[src/rtl/hmmm_pkg.sv]
// ---------------------------------------------------------------------------
// hmmm_pkg
// Shared definitions for the Hmmm execute stage: default datapath and
// register-index widths, ALU opcode values, the execute-stage FSM state
// encoding and a small opcode helper.
// ---------------------------------------------------------------------------
package hmmm_pkg;

  localparam int DEF_DATA_W = 16;
  localparam int DEF_NREGS  = 16;
  localparam int DEF_ADDR_W = 4;

  localparam logic [2:0] OP_ADD = 3'd0;
  localparam logic [2:0] OP_SUB = 3'd1;
  localparam logic [2:0] OP_MUL = 3'd2;
  localparam logic [2:0] OP_DIV = 3'd3;
  localparam logic [2:0] OP_MOD = 3'd4;

  typedef enum logic [1:0] {
    S_IDLE = 2'd0,
    S_OPRD = 2'd1,
    S_EXEC = 2'd2,
    S_WB   = 2'd3
  } state_e;

  // True for the opcodes whose second operand acts as a divisor.
  function automatic logic is_div_op(input logic [2:0] op);
    return (op == OP_DIV) || (op == OP_MOD);
  endfunction

endpackage

[src/rtl/hmmm_regfile.sv]
// ---------------------------------------------------------------------------
// hmmm_regfile
// NREGS x DATA_W register file with r0 hard-wired to zero.
// Ports:
//   clk, reset          clock / asynchronous active-high reset (clears all)
//   we, waddr, wdata    synchronous write port (writes to r0 are dropped)
//   raddr_a / rdata_a   asynchronous read port A
//   raddr_b / rdata_b   asynchronous read port B
//   dbg_addr / dbg_data asynchronous debug read port
// ---------------------------------------------------------------------------
module hmmm_regfile
  import hmmm_pkg::*;
#(
  parameter int DATA_W = DEF_DATA_W,
  parameter int NREGS  = DEF_NREGS,
  parameter int ADDR_W = DEF_ADDR_W
) (
  input  logic              clk,
  input  logic              reset,
  input  logic              we,
  input  logic [ADDR_W-1:0] waddr,
  input  logic [DATA_W-1:0] wdata,
  input  logic [ADDR_W-1:0] raddr_a,
  output logic [DATA_W-1:0] rdata_a,
  input  logic [ADDR_W-1:0] raddr_b,
  output logic [DATA_W-1:0] rdata_b,
  input  logic [ADDR_W-1:0] dbg_addr,
  output logic [DATA_W-1:0] dbg_data
);

  logic [DATA_W-1:0] regs_q [NREGS];
  logic [DATA_W-1:0] regs_d [NREGS];

  // Next-state of the array: a single entry replaced on a write to r1..rN.
  always_comb begin
    regs_d = regs_q;
    if (we && (waddr != '0)) begin
      regs_d[waddr] = wdata;
    end else begin
      regs_d = regs_q;
    end
  end

  // Register array storage.
  always_ff @(posedge clk or posedge reset) begin
    if (reset) begin
      for (int i = 0; i < NREGS; i++) begin
        regs_q[i] <= '0;
      end
    end else begin
      regs_q <= regs_d;
    end
  end

  // r0 always reads as zero regardless of array content.
  assign rdata_a  = (raddr_a  == '0) ? '0 : regs_q[raddr_a];
  assign rdata_b  = (raddr_b  == '0) ? '0 : regs_q[raddr_b];
  assign dbg_data = (dbg_addr == '0) ? '0 : regs_q[dbg_addr];

endmodule

[src/rtl/hmmm_exec_stage.sv]
// ---------------------------------------------------------------------------
// hmmm_exec_stage
// Execute-stage sequencer of the Hmmm core. Holds the register file and a
// four-state FSM (IDLE -> OPRD -> EXEC -> WB -> IDLE) that reads operands,
// drives an external combinational ALU, captures its outputs and writes the
// result back. A start sampled at edge N yields done high after edge N+3.
// Ports:
//   clk, reset               clock / asynchronous active-high reset
//   start, op, rd, ra, rb,   operation request from decode (sampled in IDLE)
//   use_imm, imm
//   busy, done, div0         status: not idle / writeback pulse / div-by-zero
//   flag_zero, flag_carry    sticky flags of the last completed op
//   alu_tmp1/2, alu_op,      registered ALU operands/opcode, enable in EXEC
//   alu_enable
//   alu_result/zero/carry    ALU outputs
//   dbg_addr / dbg_data      asynchronous register debug read
// ---------------------------------------------------------------------------
module hmmm_exec_stage
  import hmmm_pkg::*;
#(
  parameter int DATA_W = DEF_DATA_W,
  parameter int NREGS  = DEF_NREGS,
  parameter int ADDR_W = DEF_ADDR_W
) (
  input  logic              clk,
  input  logic              reset,
  input  logic              start,
  input  logic [2:0]        op,
  input  logic [ADDR_W-1:0] rd,
  input  logic [ADDR_W-1:0] ra,
  input  logic [ADDR_W-1:0] rb,
  input  logic              use_imm,
  input  logic [DATA_W-1:0] imm,
  output logic              busy,
  output logic              done,
  output logic              div0,
  output logic              flag_zero,
  output logic              flag_carry,
  output logic [DATA_W-1:0] alu_tmp1,
  output logic [DATA_W-1:0] alu_tmp2,
  output logic [2:0]        alu_op,
  output logic              alu_enable,
  input  logic [DATA_W-1:0] alu_result,
  input  logic              alu_zero,
  input  logic              alu_carry,
  input  logic [ADDR_W-1:0] dbg_addr,
  output logic [DATA_W-1:0] dbg_data
);

  state_e            state_q, state_d;
  logic [2:0]        op_q, op_d;
  logic [ADDR_W-1:0] rd_q, rd_d;
  logic [ADDR_W-1:0] ra_q, ra_d;
  logic [ADDR_W-1:0] rb_q, rb_d;
  logic              use_imm_q, use_imm_d;
  logic [DATA_W-1:0] imm_q, imm_d;
  logic [DATA_W-1:0] tmp1_q, tmp1_d;
  logic [DATA_W-1:0] tmp2_q, tmp2_d;
  logic [2:0]        alu_op_q, alu_op_d;
  logic              div0_pend_q, div0_pend_d;
  logic [DATA_W-1:0] res_q, res_d;
  logic              res_zero_q, res_zero_d;
  logic              res_carry_q, res_carry_d;
  logic              flag_zero_q, flag_zero_d;
  logic              flag_carry_q, flag_carry_d;
  logic              done_q, done_d;
  logic              div0_q, div0_d;
  logic              busy_q, busy_d;
  logic              alu_enable_q, alu_enable_d;

  logic              rf_we;
  logic [DATA_W-1:0] rdata_a, rdata_b;
  logic [DATA_W-1:0] operand_b;

  hmmm_regfile #(
    .DATA_W (DATA_W),
    .NREGS  (NREGS),
    .ADDR_W (ADDR_W)
  ) u_regfile (
    .clk      (clk),
    .reset    (reset),
    .we       (rf_we),
    .waddr    (rd_q),
    .wdata    (res_q),
    .raddr_a  (ra_q),
    .rdata_a  (rdata_a),
    .raddr_b  (rb_q),
    .rdata_b  (rdata_b),
    .dbg_addr (dbg_addr),
    .dbg_data (dbg_data)
  );

  // Second operand source; also the value tested for a zero divisor.
  assign operand_b = use_imm_q ? imm_q : rdata_b;

  // FSM next state, operand/result latches, writeback and status pulses.
  always_comb begin
    state_d      = state_q;
    op_d         = op_q;
    rd_d         = rd_q;
    ra_d         = ra_q;
    rb_d         = rb_q;
    use_imm_d    = use_imm_q;
    imm_d        = imm_q;
    tmp1_d       = tmp1_q;
    tmp2_d       = tmp2_q;
    alu_op_d     = alu_op_q;
    div0_pend_d  = div0_pend_q;
    res_d        = res_q;
    res_zero_d   = res_zero_q;
    res_carry_d  = res_carry_q;
    flag_zero_d  = flag_zero_q;
    flag_carry_d = flag_carry_q;
    done_d       = 1'b0;
    div0_d       = 1'b0;
    rf_we        = 1'b0;

    case (state_q)
      S_IDLE: begin
        if (start) begin
          op_d      = op;
          rd_d      = rd;
          ra_d      = ra;
          rb_d      = rb;
          use_imm_d = use_imm;
          imm_d     = imm;
          state_d   = S_OPRD;
        end else begin
          state_d   = S_IDLE;
        end
      end
      S_OPRD: begin
        // Operands are sampled here, so a same-op rd==ra/rb sees the old value.
        tmp1_d      = rdata_a;
        tmp2_d      = operand_b;
        alu_op_d    = op_q;
        div0_pend_d = is_div_op(op_q) && (operand_b == '0);
        state_d     = S_EXEC;
      end
      S_EXEC: begin
        res_d       = alu_result;
        res_zero_d  = alu_zero;
        res_carry_d = alu_carry;
        state_d     = S_WB;
      end
      S_WB: begin
        done_d = 1'b1;
        if (div0_pend_q) begin
          // Divide by zero: report it, keep the register file and flags.
          div0_d = 1'b1;
          rf_we  = 1'b0;
        end else begin
          div0_d       = 1'b0;
          rf_we        = (rd_q != '0);
          flag_zero_d  = res_zero_q;
          flag_carry_d = res_carry_q;
        end
        state_d = S_IDLE;
      end
      default: begin
        state_d = S_IDLE;
      end
    endcase

    busy_d       = (state_d != S_IDLE);
    alu_enable_d = (state_d == S_EXEC);
  end

  // State and datapath registers.
  always_ff @(posedge clk or posedge reset) begin
    if (reset) begin
      state_q      <= S_IDLE;
      op_q         <= 3'd0;
      rd_q         <= '0;
      ra_q         <= '0;
      rb_q         <= '0;
      use_imm_q    <= 1'b0;
      imm_q        <= '0;
      tmp1_q       <= '0;
      tmp2_q       <= '0;
      alu_op_q     <= 3'd0;
      div0_pend_q  <= 1'b0;
      res_q        <= '0;
      res_zero_q   <= 1'b0;
      res_carry_q  <= 1'b0;
      flag_zero_q  <= 1'b0;
      flag_carry_q <= 1'b0;
      done_q       <= 1'b0;
      div0_q       <= 1'b0;
      busy_q       <= 1'b0;
      alu_enable_q <= 1'b0;
    end else begin
      state_q      <= state_d;
      op_q         <= op_d;
      rd_q         <= rd_d;
      ra_q         <= ra_d;
      rb_q         <= rb_d;
      use_imm_q    <= use_imm_d;
      imm_q        <= imm_d;
      tmp1_q       <= tmp1_d;
      tmp2_q       <= tmp2_d;
      alu_op_q     <= alu_op_d;
      div0_pend_q  <= div0_pend_d;
      res_q        <= res_d;
      res_zero_q   <= res_zero_d;
      res_carry_q  <= res_carry_d;
      flag_zero_q  <= flag_zero_d;
      flag_carry_q <= flag_carry_d;
      done_q       <= done_d;
      div0_q       <= div0_d;
      busy_q       <= busy_d;
      alu_enable_q <= alu_enable_d;
    end
  end

  assign busy       = busy_q;
  assign done       = done_q;
  assign div0       = div0_q;
  assign flag_zero  = flag_zero_q;
  assign flag_carry = flag_carry_q;
  assign alu_tmp1   = tmp1_q;
  assign alu_tmp2   = tmp2_q;
  assign alu_op     = alu_op_q;
  assign alu_enable = alu_enable_q;

endmodule

[config.mk]
export PLATFORM = sky130hd
export DESIGN_NAME = hmmm_exec_stage
export DESIGN_NICKNAME = d
export VERILOG_FILES = /design/src/rtl/hmmm_pkg.sv /design/src/rtl/hmmm_regfile.sv /design/src/rtl/hmmm_exec_stage.sv
export SDC_FILE = /design/constraint.sdc
export NUM_CORES = 1
export LEC_CHECK = 0
export BUFFER_PORTS_ARGS = -buffer_cell sky130_fd_sc_hd__buf_2
export CAP_MARGIN = 20
export CORE_ASPECT_RATIO = 1.25
export CORE_MARGIN = 4
export CORE_UTILIZATION = 50
export CTS_BUF_LIST = sky130_fd_sc_hd__clkbuf_8
export DETAILED_ROUTE_END_ITERATION = 6
export GPL_TIMING_DRIVEN = 0
export PLACE_DENSITY = 0.71
export SETUP_SLACK_MARGIN = 0.2
export SYNTH_ARGS = -nofsm -noshare
export SYNTH_HDL_FRONTEND = slang
export SYNTH_HIERARCHICAL = 1
export SYNTH_SLANG_ARGS = --single-unit
[constraint.sdc]
create_clock -name clk -period 8.55 [get_ports clk]
set_input_delay 0 -clock clk [delete_from_list [all_inputs] [get_ports clk]]
set_output_delay 0 -clock clk [all_outputs]
set_load 0.05 [all_outputs]
======== After elaboration in Yosys (flattened, before gate mapping) ========
Cells that the tools add are included.
cells by class
  magnitude comparators ................... 5
  equal/unequal tests ..................... 6
  multiplexer cells ....................... 23
  bitwise gates (word level) .............. 5
  reductions and logical operators ........ 13
operator list
  cell                number
  $bwmux 256          1
  $bmux 16 s4         3
  $mux 16             11
  $demux 16 s4        1
  $ge 5x5->1 const B  4
  $not 4->5           4
  $logic_not 16->1    1
  $logic_not 4->1     3
  $pmux 2 s4          1
  $eq 2x2->1 const B  3
  $mux 1              6
  $lt 5x1->1 const B  1
  $reduce_and 2->1    2
  $reduce_bool 4->1   1
  $eq 3x2->1 const B  1
  $eq 3x3->1 const B  1
  $logic_and 1x1->1   3
  $eq 2x1->1 const B  1
  $logic_not 2->1     1
  $reduce_bool 2->1   1
  $logic_or 1x1->1    1
  $not 1->1           1
storage, ports and cells
  register bits ........................... 350
  output and inout port bits .............. 57
  word-level logic and storage cells ...... 88

======== Longest topological paths before layout ========
Gate-level depths: netlist of the first run.
  depth after elaboration ................. 8
  gate-level depth with buffers ........... 11
  depth with buffers taken out ............ 8

======== Cells and area by module ========
The synthesis of the first run kept the hierarchy.
modules (own cells, without submodules)
  module           instances  cells each  area an instance (um^2)  sequential area each (um^2)
  hmmm_regfile     1          1068        15421.0                  6055.8
  hmmm_exec_stage  1          261         3783.6                   2352.3

======== Worst setup path after synthesis of the first run ========
Ideal clock, no wire load.
  path kind ............................... reg2reg
  start ................................... reg rb_q[3]
  end ..................................... reg div0_pend_q
  arrival time ............................ 2.360 ns
  data required time ...................... 8.484 ns
  setup slack ............................. 6.124 ns
  cell stages (with the launch flop) ...... 10
  buffers on the path ..................... 2
  cells stage by stage .................... dfrtp_1 buf_4 buf_4 mux2_2 nand2_1 o21ai_0 mux4_2 or4_1 o22ai_1 a31o_1
between the ends
  word-level cells in the longest chain between the ends .. 8
  elaborated cells on any way between the ends .. 9
ends and longest elaborated chain
  what                                         RTL line                text
  from (decl)                                  hmmm_exec_stage.sv:54   logic [ADDR_W-1:0] rb_q, rb_d;
  from (signal assigned)                       hmmm_exec_stage.sv:197  rb_q <= rb_d;
  $not 4->5 (not written as such)              hmmm_regfile.sv:57      assign rdata_b = (raddr_b == '0) ? '0 : regs_q[raddr_b];
  $bmux 16 s4                                  hmmm_regfile.sv:57
  $mux 16 (not written as such) (2 in series)  hmmm_regfile.sv:57
  $mux 16 *                                    hmmm_regfile.sv:57
  net rdata_b[15]                              hmmm_exec_stage.sv:72   logic [DATA_W-1:0] rdata_a, rdata_b;
  $mux 16 *                                    hmmm_exec_stage.sv:94   assign operand_b = use_imm_q ? imm_q : rdata_b;
  $logic_not 16->1 *                           hmmm_exec_stage.sv:137  div0_pend_d = is_div_op(op_q) && (operand_b == '0);
  $logic_and 1x1->1 *                          hmmm_exec_stage.sv:137
  to (signal assigned)                         hmmm_exec_stage.sv:203  div0_pend_q <= div0_pend_d;
  to (decl)                                    hmmm_exec_stage.sv:60   logic div0_pend_q, div0_pend_d;
The timed path passes the listed nets; every way through them passes the cells marked *. The select of a mux whose other input is x is not followed.
A chain may end at the register's enable or synchronous reset.

======== Final worst setup path of the first run ========
  start ................................... reg rb_q[1]
  end ..................................... reg div0_pend_q
Same word-level chain as after synthesis.

==> results by group, run 1 <==
Cells and area
  • Ratio of cells with drive above 1 in the final layout: between 50% and 60%
  • Most frequent cells in the layout: 393 x mux2_2, 336 x dfrtp_1, 161 x buf_2
  • Fin util: between 50 and 60%
  • Most common cell after layout, fill and taps aside: mux2_2
  • Non-Filler Instances: about 2100
  • Final net count: 1614
  • Design Area, Final: around 22000 um^2
  • Area added between synthesis and finish: 14.7%
  • Fillers: about 3000

Clock tree
  • Root Driver: clkbuf_8
  • Clk buf depth: 3
  • H-tree depth: 2
  • CTS tree: done
  • Clk pin slew, worst setup/hold paths: 60 ps
  • Worst skew pair latency: about 650 ps
  • Setup bufs post-CTS: 0
  • Total CTS buffers: 53
  • Clock Sinks: around 340
  • Resize count post-CTS: 0

Place
  • Final GP Congestion: ~0.93
  • IO buf count: between 100 and 150
  • Post-Place Cells: between 1500 and 2000
  • DP Area: around 20000 um^2
  • DP HPWL: 42300 um

Synthesis
  • Top-area cell type share of the netlist area: between 40% and 50%
  • Asr flop ratio synth: 100%
  • Post-synth EDFFs: 0
  • Sequential share of the synthesized area: between 40% and 50%
  • Syn_area_per_cell: approximately 14 um^2
  • Synth top area cells: dfrtp_1 44%, mux2_2 23%, mux4_2 15%, mux4_1 2.5%, a221oi_1 1.9%
  • Synthesized area: ~19000 um^2
  • Dominant synthesized flop cell: dfrtp_1
  • Yosys synthesis warning count: 6
  • Cells after synthesis: between 1000 and 1500
  • Distinct cells, synth: 49
  • Synth area leader: dfrtp_1
  • #FFs+latches synth: around 340
  • Syn nets: between 1000 and 1500

Pwr
  • Maximum VDD drop: between 150 and 200 uV
  • Power Density: 383 nW/um^2
  • Pleak: 9.95 nW

Run status
  • Status: finished clean

Timing
  • Final setup vio count: 0
  • Worst slew pin tran: 1020 ps
  • Relative slew slack: between 30% and 40%
  • Fin crit share: 39.4%
  • Max Freq: 0.297 GHz
  • Hold Violations, Final: 0
  • Setup TNS: 0 ps
  • Clock Skews: roughly 44 ps
  • Final Slew Violations: 0
  • RSZ-0062 raised after global routing: no
  • Post-layout minimum cycle time: 3370 ps

Worst setup path
  • Critical path peak fanout: 10
  • Setup CP Type: register to register
  • WP buf/inv: 3
  • Element type at the critical path start: register
  • Start point of the critical path: rb_q[1]$_DFFE_PP0P_
  • Crit path max-delay family: compound AO/OA/AOI/OAI gates
  • Worst setup EP type: register
  • CP max-delay cell: o31ai_1
  • Req. time, crit path: between 9000 and 10000 ps
  • CP Data Arrival Time: 3890 ps
  • Top cell by count, worst path: buf_2
  • Reg-to-reg critical path startpoint: rb_q[1]$_DFFE_PP0P_
  • CP Cell Sequence: buf_6 > buf_2 > nor2b_1 > buf_2 > a221oi_1 > o31ai_1 > nor4_1 > nand3_1 > o41ai_1 > a31o_1
  • Slowest stage delay, CP: 850 ps

Drt
  • Per-cell routed wire length: between 20 and 30 um
  • Drt via density: 6.42
  • Via count: around 13000
  • DRT Pass-1 Iters: 7
  • Total wire length: 59000 um
  • DR iter-0 viols: between 1000 and 1500
  • Routed Antenna Nets: 0
  • DRC: 0

Die
  • Die area: 41600 um^2
  • Rows: 80
  • Core area: ~38000 um^2
  • Die span in x: between 150 and 200 um
  • Initial Utilization: about half
  • # IOs: 114
  • Die height: between 200 and 250 um

Job
  • Maxcap violations: 0

Global routing
  • Gr usage total: roughly 28%
  • Met1 GRT Util: a little over a third
  • Vias in the first global route: 14000
  • GRT overflow: 0
  • GR Layer Usage met3: 4.70%
  • Antenna violations before repair: 2
  • Largest net degree at the start of global routing: around 130
  • GR Layer Usage met2: between 40% and 50%
  • First-pass GRT wire length: 87600 um
  • Grt peak-use layer: met2

Worst hold path
  • Worst min path class: primary input to asynchronous set/reset pin
## routing by layer
metal / share of wire, % / vias to the layer above
met2: 49 / 655
met1: 38 / 6923
met4: 5.4 / 4
met5: 0.068 / -
li1: - / 5578
met3: 7.5 / 191
## tightest hold or removal path, stage by stage
cell and delay [ps]:
dlygate4sd3_1 530, buf_2 160, inv_8 600
## registers in the layout, indices dropped and copies added (netlist names), 2 cells and up
register	count
alu_op	3
alu_tmp1	16
alu_tmp2	16
imm_q	16
op_q	3
ra_q	4
rb_q	4
rd_q	4
res_q	16
state_q	2
u_regfile/regs_q	242
## worst paths after layout
| kind | endpoint | slack (ps) | cells past startpoint |
|---|---|---|---|
| setup / recovery | div0_pend_q$_DFFE_PP0N_ | 5180 | 10 |
| hold reg to reg | u_regfile/regs_q[242]$_DFFE_PP0P_ | 460 | 1 |
| setup reg to reg | div0_pend_q$_DFFE_PP0N_ | 5180 | 10 |
| hold / removal | u_regfile/regs_q[68]$_DFFE_PP0P_ | 110 | 3 |
| max in group asynchronous | u_regfile/regs_q[45]$_DFFE_PP0P_ | 7280 | 4 |
| min in group clk | imm_q[8]$_DFFE_PP0P_ | 130 | 3 |
## metrics by stage
step                setup WS (ps)  power, mW  hold slack, ps
floorplan                    1910       5.70             150
global placement             -806       6.88             231
detailed placement           5280       6.99            67.8
CTS                          5270       8.40            98.1
global route                 5180       8.81             127
finish                       5180       8.43             110
## final cells by class
class	count	area, um^2	share of cell area, %
clock buffers	62	853	3.88
flip-flops and latches	336	8410	38.2
inverters	4	25.0	0.114
plain buffers	128	769	3.49
multi-input cells	861	10000	45.5
clock inverters	28	178	0.807
well taps	492	616	2.80
repair buffers	167	1160	5.25
diodes	1	2.50	0.0114
## power by group
| group | switching [mW] | internal (mW) | total (mW) |
|---|---|---|---|
| Clock | 0.646 | 0.715 | 1.36 |
| Sequential | 0.628 | 2.20 | 2.83 |
| Combinational | 2.28 | 1.97 | 4.24 |
## timing repair
item | CTS | global route
setup endpoints to repair | 0 | 0
hold buffers | 55 | 0
endpoints found under the hold margin | 264 | 0
## logic make-up (layout without fill, tap and decap cells)
kind of cell,after synthesis,count (layout),share of synthesized area [%]
other,0,1,0
AO/OA/AOI/OAI,128,128,5.07
multiplexers,568,568,42.2
buffers and inverters,132,389,4.08
flip-flops,336,336,43.8
adder cells (fa/ha/maj),6,6,0.391
AND/OR/NAND/NOR,159,159,4.51
## cell usage after synthesis (6+ instances only)
master	n
a21oi_1	22
buf_4	20
mux2_4	10
clkbuf_1	35
mux2_2	393
nor2_1	17
buf_2	51
nand2_1	52
mux4_1	18
o31ai_1	42
buf_6	13
dfrtp_1	336
a221oi_1	42
mux4_2	126
mux2i_1	20
nand2b_1	7
nor2b_1	48
nor2_2	9
ha_1	6
(Power assumes the default switching activity.)
==> run 2: changes to the inputs <==
==> constraint.sdc (replaced) <==
create_clock -name clk -period 3.5 [get_ports clk]
set_input_delay 0 -clock clk [delete_from_list [all_inputs] [get_ports clk]]
set_output_delay 0 -clock clk [all_outputs]
set_load 0.05 [all_outputs]
==> run 2 against run 1 <==
  * Via count rose by 1.2%
  * Sequential share of layout area fell by 0.41 points
  * Critical path type unchanged
  * Core utilization rose by 0.63 points
  * First-iteration DRC count rose by 12%
  * Flip-flop and latch count did not move
  * Non-clock buffer count rose by 6
  * Final area rose by 1.1%
  * Largest power group unchanged
  * Highest routed layer unchanged
==> results by group, run 2 (synthesized netlist as in run 1, its figures left out) <==
Place
  • DP Area: 20500 um^2 (+0.53%)
  • Post-Place Cells: 1939 (+0.31%)
  • Final GP Congestion: 0.963 (+3.8%)
  • IO buf count: 110 (unchanged)
  • DP HPWL: 43000 um (+1.7%)

Global routing
  • Largest net degree at the start of global routing: 73 (-42%)
  • Gr usage total: 28.4% (+0.24 points)
  • First-pass GRT wire length: 88900 um (+1.5%)
  • Vias in the first global route: 14000 (+0.18%)
  • Antenna violations before repair: 2 (unchanged)
  • GRT overflow: 0 (unchanged)

Clock tree
  • CTS tree: done
  • H-tree depth: 2 (unchanged)
  • Worst skew pair latency: 620 ps (-30 ps)
  • Clk buf depth: 3 (unchanged)
  • Clk pin slew, worst setup/hold paths: 60 ps (about the same)
  • Clock Sinks: 336 (unchanged)
  • Root Driver: clkbuf_8
  • Total CTS buffers: 53 (unchanged)

Cells and area
  • Ratio of cells with drive above 1 in the final layout: 52.5% (+0.90 points)
  • Design Area, Final: 22300 um^2 (+1.1%)
  • Fillers: 2998 (-0.66%)
  • Most frequent cells in the layout: 393 x mux2_2, 336 x dfrtp_1, 161 x buf_2
  • Area added between synthesis and finish: 15.9%
  • Max FFs per register: 242 (unchanged)
  • Most common cell after layout, fill and taps aside: mux2_2
  • Top reg by flops: u_regfile/regs_q
  • Final net count: 1620 (+0.37%)
  • Non-Filler Instances: 2088 (+0.43%)

Drt
  • Max layer used: met5
  • DRT Pass-1 Iters: 7 (unchanged)
  • Total wire length: 59200 um (+0.35%)
  • Met2 wire len: 28800 um (+0.22%)
  • Metal3 WL: 4720 um (+6.0%)
  • Per-cell routed wire length: 28.4 um (about the same)
  • Routed Antenna Nets: 0 (unchanged)
  • Met1 Wirelength: 22400 um (-0.86%)
  • DR iter-0 viols: 1328 (+12%)
  • Drt via density: 6.47 (+0.77%)
  • DRC: 0 (unchanged)
  • Via count: 13500 (+1.2%)

Die
  • Core area: 38000 um^2 (unchanged)
  • Rows: 80 (unchanged)
  • # IOs: 114 (unchanged)
  • Die span in x: 183 um (unchanged)
  • Initial Utilization: 50.5% (unchanged)
  • Die height: 227 um (unchanged)
  • Die area: 41600 um^2 (unchanged)

Worst hold path
  • Hold Crit Start: alu_result[2]
  • Worst min path class: primary input to register
  • Hold Crit Endpoint: res_q[2]$_DFFE_PP0P_
  • Hold Path Depth: 3

Worst setup path
  • CP Data Arrival Time: 3860 ps (-30 ps)
  • Reg2Reg Setup Slack: 190 ps (-4990 ps)
  • Setup CP Type: register to register
  • R2R cell count: 10 (unchanged)
  • Req. time, crit path: 4060 ps (-5010 ps)
  • Worst reg2reg endpoint: div0_pend_q$_DFFE_PP0N_
  • Critical path peak fanout: 10 (unchanged)
  • Reg-to-reg critical path startpoint: rb_q[0]$_DFFE_PP0P_
  • Worst setup EP type: register
  • Element type at the critical path start: register

Timing
  • Relative slew slack: 42.0% (+11 points)
  • Final Slew Violations: 0 (unchanged)
  • Fin crit share: 94.5% (+55 points)
  • Post-layout minimum cycle time: 3310 ps (-57.9 ps)
  • Hold Violations, Final: 0 (unchanged)
  • Clock Skews: 21.8 ps (-21.9 ps)
  • Worst slew pin tran: 862 ps (-158 ps)
  • RSZ-0062 raised after global routing: no
  • Final setup vio count: 0 (unchanged)
  • Max Freq: 0.302 GHz (+1.8%)

Pwr
  • NetSw: 8.72 mW (+150%)
  • Clk pwr share: 17.2% (+1.1 points)
  • Power Density: 940 nW/um^2 (+150%)
  • Sw frac: 41.7% (-0.40 points)
  • Power Internal: 12.2 mW (+150%)
  • Sequential power share: 33.1% (-0.5 points)
  • Part of the power in combinational logic: 49.7% (-0.6 points)
  • Maximum VDD drop: 385 uV (+150%)
  • Pleak: 10.0 nW (+0.86%)

Run status
  • Status: finished clean

Job
  • Maxcap violations: 0 (unchanged)
run 2: changes by cell type in the layout (fill, tap and decap cells not counted), sizes merged:
cell | before | now
buf | 204 | 210
bufinv | 2 | 1
clkbuf | 98 | 113
clkinvlp | 1 | 2
inv | 24 | 12
run 2: final cells by class:
class	count	area (um^2)	share of cell area, %
repair buffers	173	1270	5.70
well taps	492	616	2.77
inverters	4	21.3	0.0956
clock buffers	77	1060	4.76
plain buffers	128	769	3.46
diodes	1	2.50	0.0112
multi-input cells	861	10000	45.0
clock inverters	16	96.3	0.433
flip-flops and latches	336	8410	37.8
run 2: critical path: stages (launching register included):
cell     delay (ps)
dfrtp_1         560
buf_4           310
buf_4           260
buf_2           370
mux2_2          420
nand2_1          80
o31ai_1         150
nor3_1          550
nand3_1         140
o41ai_1         160
a31o_1          230
run 2: how the worst max path moves through the flow:
stage / end / depth (start not counted) / start / slack (ps)
2_1_floorplan: u_regfile/regs_q[0]$_DFFE_PP0P_ / 1 / reset / 320
3_3_place_gp: u_regfile/regs_q[13]$_DFFE_PP0P_ / 2 / reset / -1220
3_5_place_dp: div0_pend_q$_DFFE_PP0N_ / 10 / rb_q[1]$_DFFE_PP0P_ / 230
4_1_cts: div0_pend_q$_DFFE_PP0N_ / 10 / rb_q[1]$_DFFE_PP0P_ / 210
5_1_grt: div0_pend_q$_DFFE_PP0N_ / 10 / rb_q[3]$_DFFE_PP0P_ / 200
6_report: div0_pend_q$_DFFE_PP0N_ / 10 / rb_q[0]$_DFFE_PP0P_ / 190
run 2: per-stage QoR:
step / utilization [%] / power, mW / setup TNS [ps] / hold WS (ps) / setup slack (ps)
2_1_floorplan: - / 13.9 / 0 / 150 / 324
3_3_place_gp: 53.6 / 16.8 / -311790 / 231 / -1220
3_5_place_dp: 54.0 / 17.1 / 0 / -12.4 / 232
4_1_cts: 58.5 / 20.8 / 0 / 111 / 205
5_1_grt: 58.5 / 21.9 / 0 / 142 / 202
6_report: 58.5 / 20.9 / 0 / 144 / 191
run 2: power groups by stage:
stage / Clock (mW) / Combinational, mW / Sequential (mW)
4_1_cts: 3.66 / 10.3 / 6.86
2_1_floorplan: 0 / 6.86 / 7.08
6_report: 3.59 / 10.4 / 6.93
3_3_place_gp: 0 / 10.0 / 6.79
5_1_grt: 3.82 / 10.9 / 7.12
3_5_place_dp: 0 / 10.2 / 6.92
run 2: per-layer routing:
layer,vias up,track usage [%]
li1,5596,-
met1,7045,36.2
met2,689,47.5
met3,180,4.95
met4,2,13.9
met5,-,0
run 2: timing repair:
| item | 4_1_cts | 5_1_grt |
|---|---|---|
| endpoints found under the hold margin | 295 | 0 |
| setup endpoints to repair | 0 | 1 |
| hold buffers | 55 | 0 |
| resized for setup | 0 | 1 |
| buffers inserted | 0 | 0 |
==> run 3: changes to the inputs <==
--- a/config.mk
+++ b/config.mk
@@ -13,7 +13,7 @@
 export CTS_BUF_LIST = sky130_fd_sc_hd__clkbuf_8
 export DETAILED_ROUTE_END_ITERATION = 6
 export GPL_TIMING_DRIVEN = 0
-export PLACE_DENSITY = 0.71
+export PLACE_DENSITY = 0.68
 export SETUP_SLACK_MARGIN = 0.2
 export SYNTH_ARGS = -nofsm -noshare
 export SYNTH_HDL_FRONTEND = slang
==> run 3 against run 2 <==
  * Final cell count decreased by 0.19%
  * Setup slack improved by 64 ps
  * Critical path type unchanged
  * Count of clock-buffer cells in the layout decreased by 17
  * Critical path depth unchanged
  * Register-to-register slack improved by 60 ps
  * Flip-flop and latch count unchanged
  * Highest routed layer is now met4
  * Wire length decreased by 0.27%
  * Die area unchanged
  * Combinational power about the same
==> results by group, run 3 (synthesized netlist as in run 1, its figures left out) <==
Place
  • Final GP Congestion: 0.966 (+0.33%)
  • IO buf count: 110 (unchanged)
  • DP HPWL: 43000 um (about the same)
  • Post-Place Cells: 1939 (unchanged)
  • DP Area: 20600 um^2 (about the same)

Drt
  • DRT Pass-1 Iters: 5 (-2)
  • DR iter-0 viols: 1289 (-2.9%)
  • Via count: 13400 (-1.1%)
  • DRC: 0 (unchanged)
  • Routed Antenna Nets: 0 (unchanged)
  • Drt via density: 6.41 (-0.93%)
  • Per-cell routed wire length: 28.3 um (about the same)
  • Total wire length: 59000 um (-0.27%)

Timing
  • Final setup vio count: 0 (unchanged)
  • Clock Skews: 28.9 ps (+7.07 ps)
  • Worst hold slack: 53.6 ps (-90.3 ps)
  • Max Freq: 0.308 GHz (+2.0%)
  • Post-layout minimum cycle time: 3250 ps (-64.2 ps)
  • Fin crit share: 92.7% (-1.8 points)
  • Relative slew slack: 43.0% (+0.99 points)
  • Final Slew Violations: 0 (unchanged)
  • Worst slew pin tran: 855 ps (-7.48 ps)
  • RSZ-0062 raised after global routing: no
  • Hold Violations, Final: 0 (unchanged)

Clock tree
  • Clk pin slew, worst setup/hold paths: 60 ps (about the same)
  • Total CTS buffers: 52 (-1.9%)
  • Clock Sinks: 336 (unchanged)
  • CTS tree: done
  • Setup bufs post-CTS: 0 (unchanged)
  • Root Driver: clkbuf_8
  • Worst skew pair latency: 620 ps (about the same)
  • Clk buf depth: 3 (unchanged)
  • H-tree depth: 2 (unchanged)

Global routing
  • Largest net degree at the start of global routing: 49 (-33%)
  • First-pass GRT wire length: 87200 um (-1.8%)
  • Antenna violations before repair: 1 (-1)
  • Vias in the first global route: 13600 (-2.6%)
  • Gr usage total: 28.2% (-0.28 points)
  • GRT overflow: 0 (unchanged)

Cells and area
  • Most common cell after layout, fill and taps aside: mux2_2
  • Design Area, Final: 22100 um^2 (-0.66%)
  • Fillers: 3100 (+3.4%)
  • Final net count: 1619 (-0.062%)
  • Most frequent cells in the layout: 393 x mux2_2, 336 x dfrtp_1, 161 x buf_2
  • Max FFs per register: 242 (unchanged)
  • Ratio of cells with drive above 1 in the final layout: 51.8% (-0.75 points)
  • Multi-input logic area: 10000 um^2 (about the same)
  • Top reg by flops: u_regfile/regs_q
  • Area added between synthesis and finish: 15.1%
  • Non-Filler Instances: 2084 (-0.19%)
  • Sequential Area: 8410 um^2 (unchanged)

Worst setup path
  • Worst setup EP type: register
  • Critical path peak fanout: 10 (unchanged)
  • Start point of the critical path: rb_q[1]$_DFFE_PP0P_
  • Setup CP Type: register to register
  • Element type at the critical path start: register
  • Reg-to-reg critical path startpoint: rb_q[1]$_DFFE_PP0P_
  • Req. time, crit path: 4010 ps (-50 ps)
  • CP Data Arrival Time: 3750 ps (-110 ps)

Die
  • Die height: 227 um (unchanged)
  • Rows: 80 (unchanged)
  • # IOs: 114 (unchanged)
  • Die area: 41600 um^2 (unchanged)
  • Die span in x: 183 um (unchanged)
  • Initial Utilization: 50.5% (unchanged)
  • Core area: 38000 um^2 (unchanged)

Worst hold path
  • Worst min path class: primary input to asynchronous set/reset pin

Pwr
  • Power Density: 932 nW/um^2 (-0.89%)
  • Pleak: 10.0 nW (-0.36%)
  • Maximum VDD drop: 330 uV (-14%)

Job
  • Maxcap violations: 0 (unchanged)

Run status
  • Status: finished clean
-- run 3: cell count changes in the layout (fill, tap and decap cells not counted), sizes merged --
cell	before	now
bufinv	1	2
clkinv	5	7
clkinvlp	2	1
clkbuf	113	96
inv	12	23
-- run 3: repair_timing --
item                                   in CTS  in global routing
hold buffers                               55                  0
cloned                                      0                  0
resized for setup                           1                  1
setup endpoints to repair                   1                  1
endpoints found under the hold margin     214                  0
-- run 3: final cells by class --
cell class | instances | share of cell area, %
antenna | 1 | 0.0113
buffer | 128 | 3.48
clock buffer | 60 | 3.73
clock inverter | 29 | 0.770
inverter | 4 | 0.0962
multi-input combinational | 861 | 45.3
sequential | 336 | 38.0
tap | 492 | 2.78
timing repair buffer | 173 | 5.77
-- run 3: final timing paths --
kind	endpoint	cells after the start	slack (ps)
worst max-delay path	div0_pend_q$_DFFE_PP0N_	10	250
worst min-delay path	res_q[2]$_DFFE_PP0P_	3	50
worst max register to register	div0_pend_q$_DFFE_PP0N_	10	250
worst min register to register	u_regfile/regs_q[242]$_DFFE_PP0P_	1	460
max in group asynchronous	u_regfile/regs_q[26]$_DFFE_PP0P_	7	1910
min in group clk	res_q[1]$_DFFE_PP0P_	3	140
-- run 3: stage by stage --
step	util [%]	setup slack, ps	setup TNS, ps	total power, mW
2_1_floorplan	-	324	0	13.9
3_3_place_gp	53.6	-1200	-316160	16.9
3_5_place_dp	54.0	50.1	0	17.1
4_1_cts	58.1	218	0	20.5
5_1_grt	58.1	221	0	21.5
6_report	58.1	255	0	20.6
-- run 3: critical path: stages, from the launching register on --
cell      delay [ps]
dfrtp_1          380
buf_6            160
buf_2            300
nor2b_1          520
buf_2            390
a221oi_1         150
o31ai_2          610
nor4_1           160
nand3_1          120
o41ai_1          130
a31o_1           200
-- run 3: layer usage --
layer / wire, um / up-vias / global-route usage, %
li1: - / 5601 / -
met1: 22600 / 6936 / 35.7
met2: 28800 / 667 / 47.0
met3: 4960 / 157 / 6.14
met4: 2710 / 0 / 12.4
met5: 0 / - / 0
-- run 3: where the power goes --
group | switching (mW) | internal (mW) | total, mW
clock | 1.57 | 1.69 | 3.26
combinational | 5.61 | 4.83 | 10.4
sequential | 1.52 | 5.38 | 6.90
total | 8.70 | 11.9 | 20.6
